**src/rtl/booth_pp_accumulator.sv**
```systemverilog
// Radix-4 Booth partial-product consumer: reduces each product, applies the
// sign-extension correction and accumulates N_TERMS products per output word.
`timescale 1ns/1ps
module booth_pp_accumulator #(
  parameter int N_TERMS = 9,
  parameter int ACC_W   = 19,
  parameter int CORR    = -45056
) (
  input  logic             clk,
  input  logic             reset,
  input  logic             in_valid,
  output logic             in_ready,
  input  logic [11:0]      pp0,
  input  logic [9:0]       pp1,
  input  logic [9:0]       pp2,
  input  logic [9:0]       pp3,
  input  logic             neg0,
  input  logic             neg1,
  input  logic             neg2,
  input  logic             neg3,
  output logic             out_valid,
  input  logic             out_ready,
  output logic [ACC_W-1:0] out_data,
  output logic             busy
);

  localparam int CW = (N_TERMS > 1) ? $clog2(N_TERMS) : 1;
  localparam logic [CW-1:0] LAST_CNT = CW'(N_TERMS - 1);
  localparam logic [ACC_W-1:0] CORR_X = ACC_W'(CORR);

  logic [CW-1:0]    cnt_q, cnt_d;
  logic             s1_vld_q, s1_vld_d;
  logic             s1_last_q, s1_last_d;
  logic [ACC_W-1:0] s1_term_q, s1_term_d;
  logic [ACC_W-1:0] acc_q, acc_d;
  logic             out_vld_q, out_vld_d;
  logic [ACC_W-1:0] out_data_q, out_data_d;

  logic [ACC_W-1:0] term;
  logic [ACC_W-1:0] sum;
  logic [6:0]       negs;
  logic             stall;
  logic             accept;

  assign negs = {neg3, 1'b0, neg2, 1'b0, neg1, 1'b0, neg0};

  assign term = ACC_W'(pp0)
              + (ACC_W'(pp1) << 2)
              + (ACC_W'(pp2) << 4)
              + (ACC_W'(pp3) << 6)
              + ACC_W'(negs)
              + CORR_X;

  // Only a last term blocked by an unaccepted result backs up the pipe.
  assign stall  = out_vld_q & ~out_ready & s1_vld_q & s1_last_q;
  assign accept = in_valid & ~stall;
  assign sum    = acc_q + s1_term_q;

  always_comb begin
    cnt_d      = cnt_q;
    s1_vld_d   = s1_vld_q;
    s1_last_d  = s1_last_q;
    s1_term_d  = s1_term_q;
    acc_d      = acc_q;
    out_vld_d  = out_vld_q;
    out_data_d = out_data_q;

    if (!stall) begin
      s1_vld_d  = accept;
      s1_last_d = accept && (cnt_q == LAST_CNT);
      if (accept) begin
        s1_term_d = term;
      end
    end

    if (accept) begin
      cnt_d = (cnt_q == LAST_CNT) ? '0 : cnt_q + 1'b1;
    end

    if (out_vld_q && out_ready) begin
      out_vld_d = 1'b0;
    end

    if (s1_vld_q && !stall) begin
      if (s1_last_q) begin
        out_data_d = sum;
        out_vld_d  = 1'b1;
        acc_d      = '0;
      end else begin
        acc_d = sum;
      end
    end
  end

  always_ff @(posedge clk) begin
    if (!reset) begin
      cnt_q      <= '0;
      s1_vld_q   <= 1'b0;
      s1_last_q  <= 1'b0;
      s1_term_q  <= '0;
      acc_q      <= '0;
      out_vld_q  <= 1'b0;
      out_data_q <= '0;
    end else begin
      cnt_q      <= cnt_d;
      s1_vld_q   <= s1_vld_d;
      s1_last_q  <= s1_last_d;
      s1_term_q  <= s1_term_d;
      acc_q      <= acc_d;
      out_vld_q  <= out_vld_d;
      out_data_q <= out_data_d;
    end
  end

  assign in_ready  = ~stall;
  assign out_valid = out_vld_q;
  assign out_data  = out_data_q;
  assign busy      = (cnt_q != '0) | s1_vld_q;

endmodule

```
**config.mk**
```make
export PLATFORM = sky130hd
export DESIGN_NAME = booth_pp_accumulator
export DESIGN_NICKNAME = d
export VERILOG_FILES = /design/src/rtl/booth_pp_accumulator.sv
export SDC_FILE = /design/constraint.sdc
export NUM_CORES = 1
export LEC_CHECK = 0
export BUFFER_PORTS_ARGS = -buffer_cell sky130_fd_sc_hd__buf_2
export CAP_MARGIN = 20
export CORE_MARGIN = 2
export CORE_UTILIZATION = 55
export CTS_CLUSTER_DIAMETER = 50
export DETAILED_ROUTE_END_ITERATION = 6
export PLACE_DENSITY_LB_ADDON = 0.05
export SLEW_MARGIN = 10
export SYNTH_ARGS = -nofsm -noshare
export SYNTH_HDL_FRONTEND = slang
export SYNTH_SLANG_ARGS = --single-unit
export TNS_END_PERCENT = 20
```
**constraint.sdc**
```tcl
create_clock -name clk -period 4.8 [get_ports clk]
set_clock_uncertainty 0.1 [all_clocks]
set_input_delay 0.96 -clock clk [delete_from_list [all_inputs] [get_ports clk]]
set_output_delay 0.96 -clock clk [all_outputs]
set_load 0.005 [all_outputs]
```
== After elaboration in Yosys (flattened, before gate mapping) ==
Cells that the tools add are included.

* Flip-flop bits (word level): 64
* Latch bits: 0
* Bits in writable memories: 0
* ROM bits: 0
* Input bits: 50
* Memories: 0

* Add/sub/neg operators: 7
* $mul: 0
* Div/mod/pow operators: 0
* $lt $le $gt $ge: 0
* Equal/unequal tests: 1
* Shift operators: 0
* Multiplexer cells: 5
* Bitwise operators: 7
* Reductions and logical operators: 7

{| class="wikitable"
|+ Operator list
! operator !! count
|-
| 18-bit by 19-bit adder with 19-bit output (second input constant) || 1
|-
| 19-bit adder || 1
|-
| 19-bit 2-to-1 mux || 1
|-
| 17-bit by 7-bit adder with 18-bit output || 1
|-
| 15-bit by 16-bit adder with 17-bit output || 1
|-
| 13-bit by 14-bit adder with 15-bit output || 1
|-
| 12-bit by 12-bit adder with 13-bit output || 1
|-
| 4-bit by 1-bit adder with 4-bit output (second input constant) || 1
|-
| 1-bit AND || 4
|-
| 4-bit == test (second input constant) || 1
|-
| 4-bit 2-to-1 mux || 1
|-
| 2-bit AND reduction || 2
|-
| 4-bit nonzero test || 1
|-
| 1-bit logical AND || 3
|-
| 1-bit 2-to-1 mux || 3
|-
| 1-bit NOT || 2
|-
| 1-bit zero test || 1
|-
| 1-bit bitwise OR || 1
|}

== Depth between registers and ports, before layout ==
* Depth in word-level cells: 7
* Depth in mapped cells: 13
* Gate-level depth less buffers: 13

== Least setup slack after synthesis ==
OpenSTA, ideal clock, no wires.

* Path kind: input to register
* Start point: in pp0[6]
* End point: reg s1_term_q[15]
* Library setup time: 0.122 ns
* Data arrival time: 3.996 ns
* Path slack: 0.582 ns
* Stages on the path: 13
* Path through: inv_1 fa_1 fa_1 inv_1 fa_1 ha_1 o21ai_0 o2111ai_1 a31oi_1 o21bai_1 a21oi_1 xor2_1 o21ai_0

* Longest elaborated chain between the ends: 5

{| class="wikitable"
|+ Ends and longest elaborated chain
! what !! line !! RTL
|-
| from (decl) || 13 || <nowiki>input logic [11:0] pp0,</nowiki>
|-
| 12-bit by 12-bit adder with 13-bit output || 48 || <nowiki>+ (ACC_W'(pp1) << 2)</nowiki>
|-
| 13-bit by 14-bit adder with 15-bit output || 49 || <nowiki>+ (ACC_W'(pp2) << 4)</nowiki>
|-
| 15-bit by 16-bit adder with 17-bit output || 50 || <nowiki>+ (ACC_W'(pp3) << 6)</nowiki>
|-
| 17-bit by 7-bit adder with 18-bit output || 51 || <nowiki>+ ACC_W'(negs)</nowiki>
|-
| 18-bit by 19-bit adder with 19-bit output || 52 || <nowiki>+ CORR_X;</nowiki>
|-
| to (signal assigned) || 108 || <nowiki>s1_term_q <= s1_term_d;</nowiki>
|-
| to (decl) || 34 || <nowiki>logic [ACC_W-1:0] s1_term_q, s1_term_d;</nowiki>
|}

Every way passes these cells.
A chain may end at the register's enable or synchronous reset.

== Final worst setup path ==
* Start point: in pp0[6]
* End point: reg s1_term_q[17]

The elaborated chain is that of the path after synthesis.

==> metrics.md <==
| Metric | Value |
|---|---|
| VDD IR max | `162.9 µV` |
| DRC Markers | `0` |
| Syn Inst Count | `543` |
| Cell internal pwr | `0.001089 W` |
| Clock sink total | `64` |
| Status | `complete, no violations` |
| Initial Utilization | `56.15%` |
| Worst Setup Start Kind | `input pin` |
| Top-area cell type share of the netlist area | `28.05%` |
| Diode count | `0` |
| Final nets | `739` |
| Initial antenna violation count | `0` |
| Global-route usage over all layers | `22.37%` |
| PwrDens | `329.5 nW/µm²` |
| Synth Warn # | `0` |
| Layout area overhead | `13.45%` |
| Num rows | `33` |
| RSZ-0062 raised after global routing | `false` |
| Largest net degree at the start of global routing | `49` |
| Crit end category | `flip-flop` |
| CTS H-Tree Depth | `3` |
| CTS Hold Bufs | `0` |
| Period minus WS final | `4.204 ns` |
| Wirelength, routed | `9222 µm` |
| Synth area leader | `dfxtp_1` |
| # Max-Cap Violations | `0` |
| Hold Crit Class | `reg2reg` |
| Footprint of the multi-input gates | `3024 µm²` |
| Setup TNS | `0 ns` |
| Post_cts resized | `0` |
| Vias | `3822` |
| Psw | `0.0006186 W` |
| Hold Vio Cnt, Final | `0` |
| Crit Path Category | `in2reg` |
| Dpl hpwl | `7337 µm` |
| Filler cell count | `744` |
| Async set-reset flop share out of synthesis | `0%` |
| Worst-Skew Late Latency | `0.33 ns` |
| Pins over their slew limit | `0` |
| Number of flops mapped to enable cells by yosys | `0` |
| Critical Path AT | `4.31 ns` |
| Worst slew pin tran | `0.6269 ns` |
| Post-Syn Nets | `669` |
| First DRT Iteration DRCs | `96` |
| Placed Area | `5014 µm²` |
| Avg Vias per Cell | `5.301` |
| Die Footprint | `9049 µm²` |
| Commonest cells in the netlist | `70 x nand2_1, 64 x dfxtp_1, 57 x ha_1, 55 x inv_1, 52 x a21oi_1` |
| Primary FF master, synth | `dfxtp_1` |
| DIE HEIGHT | `95.13 µm` |
| First-pass GRT wire length | `16010 µm` |
| I/O pin cnt | `72` |
| Top cells by area, synth | `dfxtp_1 28%, ha_1 16%, fa_1 8.3%` |
| Total global routing overflow | `0` |
| Seq cells post-synth | `64` |
| Total CTS buffers | `9` |
| I/O Buffers | `71` |
| Final setup fails | `0` |
| Slew headroom | `58.09%` |
| Antenna viol nets, final | `0` |
| CP Data Required Time | `4.91 ns` |
| Mapped Area | `4567 µm²` |
| Netlist cell types | `57` |
| GP Congestion | `0.8633` |
| Vias in the first global route | `3593` |
| Design area | `5181 µm²` |
| Post-Syn Area per Cell | `8.410 µm²` |
| Highest clock rate | `0.2379 GHz` |
| Horiz. Die Dim | `95.13 µm` |
| Clock root cell | `clkbuf_8` |
| Comb pwr share | `41.4%` |
| CTS Buffer Depth | `2` |
| CORE AREA | `8134 µm²` |
| Crit-path max FO | `5` |
| Register area | `1281 µm²` |
| Post-synthesis sequential area ratio | `28.05%` |
| Post-CTS setup buffer count | `0` |
| Clock network power share | `22.2%` |
| Pleak | `2.524 nW` |
| Fraction of layout cells with a size suffix above 1 | `15.75%` |
| Seq pwr share | `36.3%` |
| Count leader, synth | `nand2_1` |
| CTS tree | `built` |
| Period utilization | `87.58%` |
| Routed len/inst | `12.79 µm` |
| Drt pass-1 iters | `6` |
| Switching Fraction | `36.23%` |
| Clock slew at reported path FFs | `0.07 ns` |
## placed cells by master (no fill, tap or decap), types with 16 or more instances in the layout
master	n
nand3_1	16
dfxtp_1	64
o21ai_0	29
buf_2	71
nand2_1	70
xnor2_1	19
inv_1	55
nor2_1	36
fa_1	19
a21oi_1	52
ha_1	57
## flip-flops by register name (all words and copies together) (netlist names)
register	flops
s1_last_q	1
cnt_q	4
out_valid	1
s1_term_q	19
s1_vld_q	1
acc_q	19
out_data	19
## logic make-up after synthesis
group	Yosys count	synth area share (%)
fa+ha+maj	76	23.95
mux	4	0.8767
compound gates	152	21.34
buf+inv	70	5.863
flops	64	28.05
simple gates	150	14.44
xor+xnor	27	5.479
## area by class of cell
cell class | count | share of cell area [%]
Multi-Input combinational cell | 409 | 58.37
Sequential cell | 64 | 24.73
Timing Repair Buffer | 74 | 7.293
Inverter | 55 | 3.985
Clock buffer | 10 | 2.656
Tap cell | 105 | 2.536
Clock inverter | 4 | 0.4347
## path summary, 6_finish.rpt
path	from	endpoint	slack, ns	cells past startpoint
worst max-delay path	pp0[6]	s1_term_q[17]	0.60	14
worst min register to register	out_data[1]	out_data[1]	0.35	2
worst max register to register	s1_term_q[0]	out_data[16]	2.18	9
worst min-delay path	out_data[1]	out_data[1]	0.35	2
## power by group through the flow
stage	combinational, W	clock (W)	sequential (W)
after floorplan	0.000563	0	0.000615
after global placement	0.000695	0	0.000629
after detailed placement	0.000703	0	0.000630
after CTS	0.000710	0.000396	0.000619
after global routing	0.000812	0.000420	0.000626
final	0.000707	0.000380	0.000621
## worst max-delay path, stage by stage
cell       delay [ns]
buf_2            0.07
inv_1            0.04
fa_1             0.50
fa_1             0.51
inv_1            0.05
fa_1             0.45
ha_1             0.37
o21ai_0          0.31
o2111ai_1        0.17
a31oi_1          0.35
o21ai_1          0.11
a21oi_1          0.19
xnor2_1          0.14
a21oi_1          0.08
## through the flow
step                      utilization [%]  std cells  worst slack, ns  hold slack [ns]  power [W]
after CTS                           63.61        720           0.5812           0.3529   0.001725
final                               63.70        721           0.5960           0.3489   0.001707
after global placement              61.64        706           0.3220           0.3394   0.001324
after global routing                63.70        721           0.3472           0.3696   0.001857
after detailed placement            61.64        706           0.2317           0.3430   0.001333
after floorplan                         -        543           0.5818           0.3291   0.001178
## metal layers
layer  wire, µm  vias up  global-route usage (%)
met5          0        -                       0
met4         68        0                   4.710
met3        349        4                   4.822
met2       4104       86                   36.91
met1       4699     1702                   30.18
li1           -     2030                       -
Power figures use the tool's default switching activity.
